[src/rtl/gemm_param_if_v2_if.sv]
// NICE request / single-cycle / multi-cycle response bundle between the core and
// the GEMM parameter front end.
interface gemm_param_if_v2_if #(
    parameter int unsigned DW = 32
) ();
    logic          nice_req_valid;
    logic          nice_req_ready;
    logic [31:0]   nice_req_instr;
    logic [DW-1:0] nice_req_rs1;
    logic [DW-1:0] nice_req_rs2;
    logic          nice_rsp_1cyc_type;
    logic [DW-1:0] nice_rsp_1cyc_dat;
    logic [DW-1:0] nice_rsp_1cyc_dat_1;
    logic          nice_rsp_1cyc_err;
    logic          nice_rsp_multicyc_valid;
    logic          nice_rsp_multicyc_ready;
    logic [DW-1:0] nice_rsp_multicyc_dat;
    logic          nice_rsp_multicyc_err;

    modport master (
        output nice_req_valid, nice_req_instr, nice_req_rs1, nice_req_rs2,
               nice_rsp_multicyc_ready,
        input  nice_req_ready, nice_rsp_1cyc_type, nice_rsp_1cyc_dat, nice_rsp_1cyc_dat_1,
               nice_rsp_1cyc_err, nice_rsp_multicyc_valid, nice_rsp_multicyc_dat,
               nice_rsp_multicyc_err
    );

    modport slave (
        input  nice_req_valid, nice_req_instr, nice_req_rs1, nice_req_rs2,
               nice_rsp_multicyc_ready,
        output nice_req_ready, nice_rsp_1cyc_type, nice_rsp_1cyc_dat, nice_rsp_1cyc_dat_1,
               nice_rsp_1cyc_err, nice_rsp_multicyc_valid, nice_rsp_multicyc_dat,
               nice_rsp_multicyc_err
    );
endinterface

[src/rtl/gemm_param_if_v2.sv]
// NICE front end for the GEMM engine: parameter-pair bank, completeness-checked
// launch, run FSM with saturating cycle counter and a multi-cycle response.
module gemm_param_if_v2 #(
    parameter int unsigned          DW        = 32,
    parameter int unsigned          NUM_PAIRS = 8,
    parameter logic [6:0]           OPCODE    = 7'b0101011,
    parameter logic [NUM_PAIRS-1:0] REQ_MASK  = {NUM_PAIRS{1'b1}},
    parameter bit                   AUTO_CLR  = 1'b1
) (
    input  logic                      nice_clk,
    input  logic                      nice_rst_n,
    gemm_param_if_v2_if.slave         nice,
    input  logic                      fin,
    output logic                      start,
    output logic [2*NUM_PAIRS*DW-1:0] param_flat,
    output logic [NUM_PAIRS-1:0]      param_vld,
    output logic                      busy
);
    localparam logic [1:0] StIdle = 2'd0;
    localparam logic [1:0] StRun  = 2'd1;
    localparam logic [1:0] StRsp  = 2'd2;

    localparam logic [2:0] F3Wr    = 3'b000;
    localparam logic [2:0] F3Rd    = 3'b001;
    localparam logic [2:0] F3Start = 3'b010;
    localparam logic [2:0] F3Clr   = 3'b011;
    localparam logic [2:0] F3Stat  = 3'b100;

    logic [1:0]           state_q, state_d;
    logic [DW-1:0]        cnt_q, cnt_d, cnt_inc;
    logic [DW-1:0]        mdat_q, mdat_d;
    logic                 merr_q, merr_d;
    logic [NUM_PAIRS-1:0] vld_q, vld_d;
    logic [DW-1:0]        rs1_q [NUM_PAIRS];
    logic [DW-1:0]        rs2_q [NUM_PAIRS];

    logic                 acc, in_range, complete, wr_en;
    logic [2:0]           f3;
    logic [6:0]           idx;
    int unsigned          idx_ext;
    logic [DW-1:0]        rd0, rd1, stat_vld, stat_mask;
    logic                 unused_instr;

    // Zero-extend (or truncate) the pair bitmaps into a data word.
    logic [DW+NUM_PAIRS-1:0] vld_ext, mask_ext;
    assign vld_ext   = {{DW{1'b0}}, vld_q};
    assign mask_ext  = {{DW{1'b0}}, REQ_MASK};
    assign stat_vld  = vld_ext[DW-1:0];
    assign stat_mask = mask_ext[DW-1:0];

    assign f3           = nice.nice_req_instr[14:12];
    assign idx          = nice.nice_req_instr[31:25];
    assign idx_ext      = 32'(idx);
    assign in_range     = idx_ext < NUM_PAIRS;
    assign unused_instr = ^{nice.nice_req_instr[24:15], nice.nice_req_instr[11:7]};

    assign nice.nice_req_ready = (state_q == StIdle);
    assign acc      = nice.nice_req_valid & nice.nice_req_ready &
                      (nice.nice_req_instr[6:0] == OPCODE);
    assign complete = (vld_q & REQ_MASK) == REQ_MASK;
    assign cnt_inc  = (cnt_q == {DW{1'b1}}) ? cnt_q : cnt_q + 1'b1;

    assign nice.nice_rsp_multicyc_valid = (state_q == StRsp);
    assign nice.nice_rsp_multicyc_dat   = mdat_q;
    assign nice.nice_rsp_multicyc_err   = merr_q;
    assign busy      = (state_q != StIdle);
    assign param_vld = vld_q;

    for (genvar p = 0; p < NUM_PAIRS; p++) begin : g_flat
        assign param_flat[(2*p)*DW +: DW]   = rs1_q[p];
        assign param_flat[(2*p+1)*DW +: DW] = rs2_q[p];
    end

    always_comb begin
        rd0 = '0;
        rd1 = '0;
        for (int unsigned p = 0; p < NUM_PAIRS; p++) begin
            if (idx_ext == p) begin
                rd0 = rs1_q[p];
                rd1 = rs2_q[p];
            end
        end
    end

    // Single-cycle response: purely combinational, zero unless a request is accepted.
    always_comb begin
        nice.nice_rsp_1cyc_type  = 1'b0;
        nice.nice_rsp_1cyc_dat   = '0;
        nice.nice_rsp_1cyc_dat_1 = '0;
        nice.nice_rsp_1cyc_err   = 1'b0;
        start                    = 1'b0;
        if (acc) begin
            case (f3)
                F3Wr: begin
                    nice.nice_rsp_1cyc_type = 1'b1;
                    nice.nice_rsp_1cyc_err  = ~in_range;
                end
                F3Rd: begin
                    nice.nice_rsp_1cyc_type  = 1'b1;
                    nice.nice_rsp_1cyc_dat   = rd0;
                    nice.nice_rsp_1cyc_dat_1 = rd1;
                    nice.nice_rsp_1cyc_err   = ~in_range;
                end
                F3Start: start = complete;
                F3Clr:   nice.nice_rsp_1cyc_type = 1'b1;
                F3Stat: begin
                    nice.nice_rsp_1cyc_type  = 1'b1;
                    nice.nice_rsp_1cyc_dat   = stat_vld;
                    nice.nice_rsp_1cyc_dat_1 = stat_mask;
                end
                default: begin
                    nice.nice_rsp_1cyc_type = 1'b1;
                    nice.nice_rsp_1cyc_err  = 1'b1;
                end
            endcase
        end
    end

    always_comb begin
        state_d = state_q;
        cnt_d   = cnt_q;
        mdat_d  = mdat_q;
        merr_d  = merr_q;
        vld_d   = vld_q;
        wr_en   = 1'b0;
        case (state_q)
            StIdle: begin
                if (acc && f3 == F3Wr && in_range) begin
                    wr_en = 1'b1;
                    for (int unsigned p = 0; p < NUM_PAIRS; p++) begin
                        if (idx_ext == p) vld_d[p] = 1'b1;
                    end
                end else if (acc && f3 == F3Clr) begin
                    vld_d = '0;
                end else if (acc && f3 == F3Start) begin
                    if (complete) begin
                        state_d = StRun;
                        cnt_d   = '0;
                        merr_d  = 1'b0;
                    end else begin
                        state_d = StRsp;
                        merr_d  = 1'b1;
                        mdat_d  = '0;
                    end
                end
            end
            StRun: begin
                cnt_d = cnt_inc;
                if (fin) begin
                    mdat_d  = cnt_inc;
                    state_d = StRsp;
                end
            end
            StRsp: begin
                if (nice.nice_rsp_multicyc_ready) begin
                    state_d = StIdle;
                    if (AUTO_CLR && !merr_q) vld_d = '0;
                end
            end
            default: state_d = StIdle;
        endcase
    end

    always_ff @(posedge nice_clk or negedge nice_rst_n) begin
        if (!nice_rst_n) begin
            state_q <= StIdle;
            cnt_q   <= '0;
            mdat_q  <= '0;
            merr_q  <= 1'b0;
            vld_q   <= '0;
            for (int unsigned p = 0; p < NUM_PAIRS; p++) begin
                rs1_q[p] <= '0;
                rs2_q[p] <= '0;
            end
        end else begin
            state_q <= state_d;
            cnt_q   <= cnt_d;
            mdat_q  <= mdat_d;
            merr_q  <= merr_d;
            vld_q   <= vld_d;
            for (int unsigned p = 0; p < NUM_PAIRS; p++) begin
                if (wr_en && idx_ext == p) begin
                    rs1_q[p] <= nice.nice_req_rs1;
                    rs2_q[p] <= nice.nice_req_rs2;
                end
            end
        end
    end
endmodule

[src/flat_wrapper.sv]
// flat-port wrapper written by rule: the top's interface ports become plain ports
module gemm_param_if_v2_flat 
#(
    parameter int unsigned          DW        = 32,
    parameter int unsigned          NUM_PAIRS = 8,
    parameter logic [6:0]           OPCODE    = 7'b0101011,
    parameter logic [NUM_PAIRS-1:0] REQ_MASK  = {NUM_PAIRS{1'b1}},
    parameter bit                   AUTO_CLR  = 1'b1
)
  (nice_clk, nice_rst_n, fin, start, param_flat, param_vld, busy, nice_nice_req_valid, nice_nice_req_instr, nice_nice_req_rs1, nice_nice_req_rs2, nice_nice_rsp_multicyc_ready, nice_nice_req_ready, nice_nice_rsp_1cyc_type, nice_nice_rsp_1cyc_dat, nice_nice_rsp_1cyc_dat_1, nice_nice_rsp_1cyc_err, nice_nice_rsp_multicyc_valid, nice_nice_rsp_multicyc_dat, nice_nice_rsp_multicyc_err);
  gemm_param_if_v2_if #(.DW(DW)) nice_i ();
  input  logic nice_clk;
  input  logic nice_rst_n;
  input  logic fin;
  output logic start;
  output logic [2*NUM_PAIRS*DW-1:0] param_flat;
  output logic [NUM_PAIRS-1:0] param_vld;
  output logic busy;
  input wire logic [$bits(nice_i.nice_req_valid)-1:0] nice_nice_req_valid;
  input wire logic [$bits(nice_i.nice_req_instr)-1:0] nice_nice_req_instr;
  input wire logic [$bits(nice_i.nice_req_rs1)-1:0] nice_nice_req_rs1;
  input wire logic [$bits(nice_i.nice_req_rs2)-1:0] nice_nice_req_rs2;
  input wire logic [$bits(nice_i.nice_rsp_multicyc_ready)-1:0] nice_nice_rsp_multicyc_ready;
  output wire logic [$bits(nice_i.nice_req_ready)-1:0] nice_nice_req_ready;
  output wire logic [$bits(nice_i.nice_rsp_1cyc_type)-1:0] nice_nice_rsp_1cyc_type;
  output wire logic [$bits(nice_i.nice_rsp_1cyc_dat)-1:0] nice_nice_rsp_1cyc_dat;
  output wire logic [$bits(nice_i.nice_rsp_1cyc_dat_1)-1:0] nice_nice_rsp_1cyc_dat_1;
  output wire logic [$bits(nice_i.nice_rsp_1cyc_err)-1:0] nice_nice_rsp_1cyc_err;
  output wire logic [$bits(nice_i.nice_rsp_multicyc_valid)-1:0] nice_nice_rsp_multicyc_valid;
  output wire logic [$bits(nice_i.nice_rsp_multicyc_dat)-1:0] nice_nice_rsp_multicyc_dat;
  output wire logic [$bits(nice_i.nice_rsp_multicyc_err)-1:0] nice_nice_rsp_multicyc_err;
  assign nice_i.nice_req_valid = nice_nice_req_valid;
  assign nice_i.nice_req_instr = nice_nice_req_instr;
  assign nice_i.nice_req_rs1 = nice_nice_req_rs1;
  assign nice_i.nice_req_rs2 = nice_nice_req_rs2;
  assign nice_i.nice_rsp_multicyc_ready = nice_nice_rsp_multicyc_ready;
  assign nice_nice_req_ready = nice_i.nice_req_ready;
  assign nice_nice_rsp_1cyc_type = nice_i.nice_rsp_1cyc_type;
  assign nice_nice_rsp_1cyc_dat = nice_i.nice_rsp_1cyc_dat;
  assign nice_nice_rsp_1cyc_dat_1 = nice_i.nice_rsp_1cyc_dat_1;
  assign nice_nice_rsp_1cyc_err = nice_i.nice_rsp_1cyc_err;
  assign nice_nice_rsp_multicyc_valid = nice_i.nice_rsp_multicyc_valid;
  assign nice_nice_rsp_multicyc_dat = nice_i.nice_rsp_multicyc_dat;
  assign nice_nice_rsp_multicyc_err = nice_i.nice_rsp_multicyc_err;
  gemm_param_if_v2 #(.DW(DW), .NUM_PAIRS(NUM_PAIRS), .OPCODE(OPCODE), .REQ_MASK(REQ_MASK), .AUTO_CLR(AUTO_CLR)) u_core (.nice_clk(nice_clk), .nice_rst_n(nice_rst_n), .nice(nice_i), .fin(fin), .start(start), .param_flat(param_flat), .param_vld(param_vld), .busy(busy));
endmodule
[config.mk]
export PLATFORM = sky130hd
export DESIGN_NAME = gemm_param_if_v2_flat
export DESIGN_NICKNAME = d
export VERILOG_FILES = /design/src/rtl/gemm_param_if_v2_if.sv /design/src/rtl/gemm_param_if_v2.sv /design/src/flat_wrapper.sv
export SDC_FILE = /design/constraint.sdc
export NUM_CORES = 1
export LEC_CHECK = 0
export ABC_AREA = 1
export CORE_MARGIN = 2
export CORE_UTILIZATION = 35
export DETAILED_ROUTE_END_ITERATION = 6
export GPL_TIMING_DRIVEN = 0
export PLACE_DENSITY = 0.74
export SLEW_MARGIN = 20
export SYNTH_ARGS = -nofsm -noshare
export SYNTH_HDL_FRONTEND = slang
export SYNTH_SLANG_ARGS = --single-unit
[constraint.sdc]
create_clock -name nice_clk -period 1.67 [get_ports nice_clk]
set_input_delay 0.334 -clock nice_clk [delete_from_list [all_inputs] [get_ports nice_clk]]
set_output_delay 0.334 -clock nice_clk [all_outputs]
set_load 0.05 [all_outputs]
==> results by group <==
Status
  – Result of the run: finished, violations left
  – Failing checks: negative hold slack, negative setup slack

Detailed routing
  – Drt wl/cell: between 20 and 30 microns
  – Post-route DRC violation count: 0
  – Via-to-Cell Ratio: ~5.5
  – Number of search-and-repair iterations in the first detailed-routing pass: 5
  – Number of DRC markers in iteration 0: ~2700
  – Number of routed nets with antenna violations: 0
  – DR vias: roughly 29000
  – Aggregate routed wire length: roughly 140 mm

Cells and area
  – Layout cell share with drive strength beyond 1: 37.6%
  – Area growth from synthesis to layout: 44.0%
  – Layout Cell Area excl Fill: roughly 0.040 sq mm
  – Number of nets in the final layout: between 4000 and 5000
  – Final cell utilization of the core: a little over 50%

STA
  – Remaining max-slew budget at the tightest pin: about two fifths
  – Fin Setup TNS: -341.17 ns
  – Post-layout min period: about 2.8 ns
  – RSZ-0062 raised after global routing: true
  – Final hold slack: -0.0635 ns
  – Final setup violation count: just under 700
  – Total count of hold-check failures in the final report: about 170
  – Slew at the pin with the worst max-slew slack: 0.905 ns
  – Part of the cycle the worst path needs: 166%
  – Final Skew: 0.0301 ns
  – Worst-case setup margin in the final layout: -1.10 ns
  – Final Max Slew Viols: 0
  – Maximum clock rate: 0.361 GHz

Yosys
  – Largest cells by area after synthesis: dfrtp_1, nand2_1, o21ai_1
  – Most used DFF post-synth: dfrtp_1
  – Most frequently used cell type in the post-synthesis netlist: nand2_1
  – Area share of the leading cell type in the synthesized netlist: 52.7%
  – Count of state elements after synthesis: 587
  – Net count after synthesis: roughly 3400
  – Post-Synthesis Cells: 3251
  – Async set-or-reset flop fraction in the synthesized netlist: 100%
  – Count of different cell masters after synthesis: 39
  – Synthesized area: 0.0279 sq mm
  – Yosys top cell by area: dfrtp_1
  – Yosys warns: 0
  – Top cells by count, synth: nand2_1, dfrtp_1, o21ai_1, inv_1, o21ai_2
  – Number of enable-type register cells in the synthesized netlist: 0
  – Post-synthesis area per instance: between 8 and 9 sq um
  – Sequential-to-total area share from yosys stat: between 50% and 60%

Clock network
  – Clk Tree Root Cell: clkbuf_16
  – Clock latency on the worst-skew pair: approximately 0.62 ns
  – Count of H-tree levels built during CTS: 3
  – Sink count of the clock tree: between 500 and 600
  – Worst-path clk slew: about 0.060 ns
  – Deepest clock path buffer count: 3
  – Cts bufs inserted: approximately 70
  – CTS tree: yes

Global route
  – Initial antenna violation count: 7
  – Total global routing track utilization: 34.6%
  – Wire length of the first global-routing pass: between 200 and 250 mm
  – Via count of the first global-routing pass: 27900
  – Maximum number of pins on one net before global-route repair: 92
  – Total congestion overflow after global routing: 0

Worst setup path
  – Total buffers and inverters traversed by the critical path: 3
  – Register-to-register setup slack: -0.52 ns
  – Maximum cell stage delay along the critical path: around 0.41 ns
  – Slowest-stage cell, CP: dfrtp_1
  – Cell-by-cell trace of the critical path: nor2_4, nand4_4, nor2_4, nand2_8, buf_12, clkinv_16, o21ai_2, a21oi_4, buf_6
  – Type of destination of the critical path: output pin
  – Crit-path leading delay family: simple AND/OR/NAND/NOR gates
  – Endpoint of the most critical register-to-register path: u_core.param_flat[484]$_DFFE_PN0P_
  – Maximum fanout along the worst path: 6
  – Worst flop-to-flop path startpoint: u_core.state_q[1]$_DFFE_PN0P_
  – Crit path depth: 9
  – Setup crit start: u_core.state_q[1]$_DFFE_PN0P_
  – Depth of the worst register-to-register path: 12
  – CP Launch Type: flip-flop
  – Type of the worst setup path: flip-flop to output pin
  – Worst Path Required: about 1.3 ns
  – Critical Path Sink: nice_nice_rsp_1cyc_dat[18]
  – Data arrival time at the worst-slack endpoint: 2.44 ns
  – Cell seen most often among critical-path stages: nor2_4

Power and ir drop
  – Design internal power: between 0.02 and 0.03 W
  – Logic gate share of total power: under 10%
  – Part of the total power dissipated in the clock network: between 40 and 50%
  – Peak supply drop: roughly 670 uV
  – Cell Pwr Density: about 860 mW/mm^2
  – Sw Pwr: around 0.0090 W
  – Power Total: 0.0344 W
  – Switching portion of total power: a little over a quarter
  – Leakage power: around 20 nW
  – Sequential group share of total power: about 43%

Placed design
  – Post-place setup slack: -3.03 ns
  – Placed cell areas: 0.0375 sq mm
  – Half-perimeter wire length after detailed placement: ~110 mm
  – Buffers added on ports: between 700 and 800
  – Weighted congestion reported at the end of routability-driven placement: 0.981

Die
  – Area of the core region: a little under 0.08 sq mm
  – Total die area: approximately 0.082 sq mm
  – Initial cell density of the core: between 30% and 40%
  – Number of primary I/O pins: 724
  – Die width: around 290 microns
  – Die height: 286 microns
  – Number of cell rows: between 100 and 150

Hold path
  – Tightest Hold Check Type: input pin to async pin

Run
  – Maximum capacitance violations: 0
## cells in the final DEF, fill, tap and decap left out, types with 42 or more instances in the layout
cell and count:
nand2_2 188, buf_8 72, a21oi_1 109, o21ai_0 42
nand2_1 889, o21ai_2 177, clkinvlp_4 42, nor2_1 134
nand4_1 64, dfrtp_1 570, nand3_1 129, clkbuf_16 74
clkdlybuf4s50_1 99, buf_6 146, buf_4 304, buf_2 302
inv_1 141, o21ai_1 367
## how the worst min path moves through the flow
stage	startpoint	end	slack [ns]	cells after the start
finish	nice_rst_n	u_core.param_flat[5]$_DFFE_PN0P_	-0.06	4
floorplan	nice_rst_n	u_core.cnt_q[0]$_DFFE_PN0P_	0.04	0
CTS	nice_rst_n	u_core.param_flat[391]$_DFFE_PN0P_	-0.07	4
global route	nice_rst_n	u_core.nice.nice_rsp_multicyc_dat[3]$_DFFE_PN0P_	-0.05	4
global placement	u_core.nice.nice_rsp_multicyc_dat[19]$_DFFE_PN0P_	u_core.nice.nice_rsp_multicyc_dat[19]$_DFFE_PN0P_	0.47	2
detailed placement	nice_rst_n	u_core.param_flat[393]$_DFFE_PN0P_	0.20	1
## layout make-up
class | count | area, sq um
fillers | 7397 | 38700
flip-flops and latches | 587 | 14700
multi-input cells | 2269 | 12100
repair buffers | 793 | 6250
plain buffers | 197 | 2350
clock buffers | 92 | 1920
well taps | 1050 | 1310
inverters | 199 | 961
clock inverters | 31 | 492
diodes | 7 | 17.5
repair inverters | 1 | 16.3
## repair_timing
action / 4_1_cts / 5_1_grt
hold endpoints to repair: 201 / 21
cloned: 7 / 0
gates resized for setup: 3768 / 36
buffers inserted: 59 / 9
hold buffers: 3 / 2
pin swaps: 42 / 19
endpoints found under the setup margin: 1208 / 752
## flip-flops by register name (all words and copies together) (netlist names)
| name | flops |
|---|---|
| u_core.param_flat | 512 |
| u_core.nice.nice_rsp_multicyc_err | 1 |
| u_core.cnt_q | 32 |
| u_core.param_vld | 8 |
| u_core.state_q | 2 |
| u_core.nice.nice_rsp_multicyc_dat | 32 |
## power by group through the flow
| stage | Clock (W) | Sequential (W) | Combinational, W |
|---|---|---|---|
| CTS | 0.0164 | 0.0149 | 0.00322 |
| global placement | 0 | 0.0152 | 0.00227 |
| detailed placement | 0 | 0.0152 | 0.00247 |
| global route | 0.0170 | 0.0150 | 0.00354 |
| finish | 0.0163 | 0.0149 | 0.00324 |
| floorplan | 0 | 0.0151 | 0.00137 |
## per-layer routing
layer	routed length, microns	up-vias	track usage, %
met1	55300	14100	43.0
met2	66500	1666	54.5
met5	0	-	0
met4	8210	0	17.7
li1	-	12400	-
met3	15000	380	10.2
## worst register-to-register path: cells and delay by family, from the launching register on
kind                   cells  cell delay, ns
DFF                        1            0.41
buffers and inverters      5            0.82
AOI/OAI and AO/OA          1            0.06
and+or+nand+nor            6            0.77
## stage by stage
step / hold WS, ns / instances
6_report: -0.0635 / 5226
5_1_grt: -0.0468 / 5224
4_1_cts: -0.0667 / 5208
3_5_place_dp: 0.201 / 5016
3_3_place_gp: 0.467 / 5009
2_1_floorplan: 0.0384 / 3251
## cells by family after synthesis
group / synth area share (%)
AOI/OAI and AO/OA: 15.8
xor gates and xnor gates: 0.440
adders and majority gates: 0.0449
buffers and inverters: 8.50
DFF: 52.7
and+or+nand+nor: 22.5
Power figures use the tool's default switching activity.
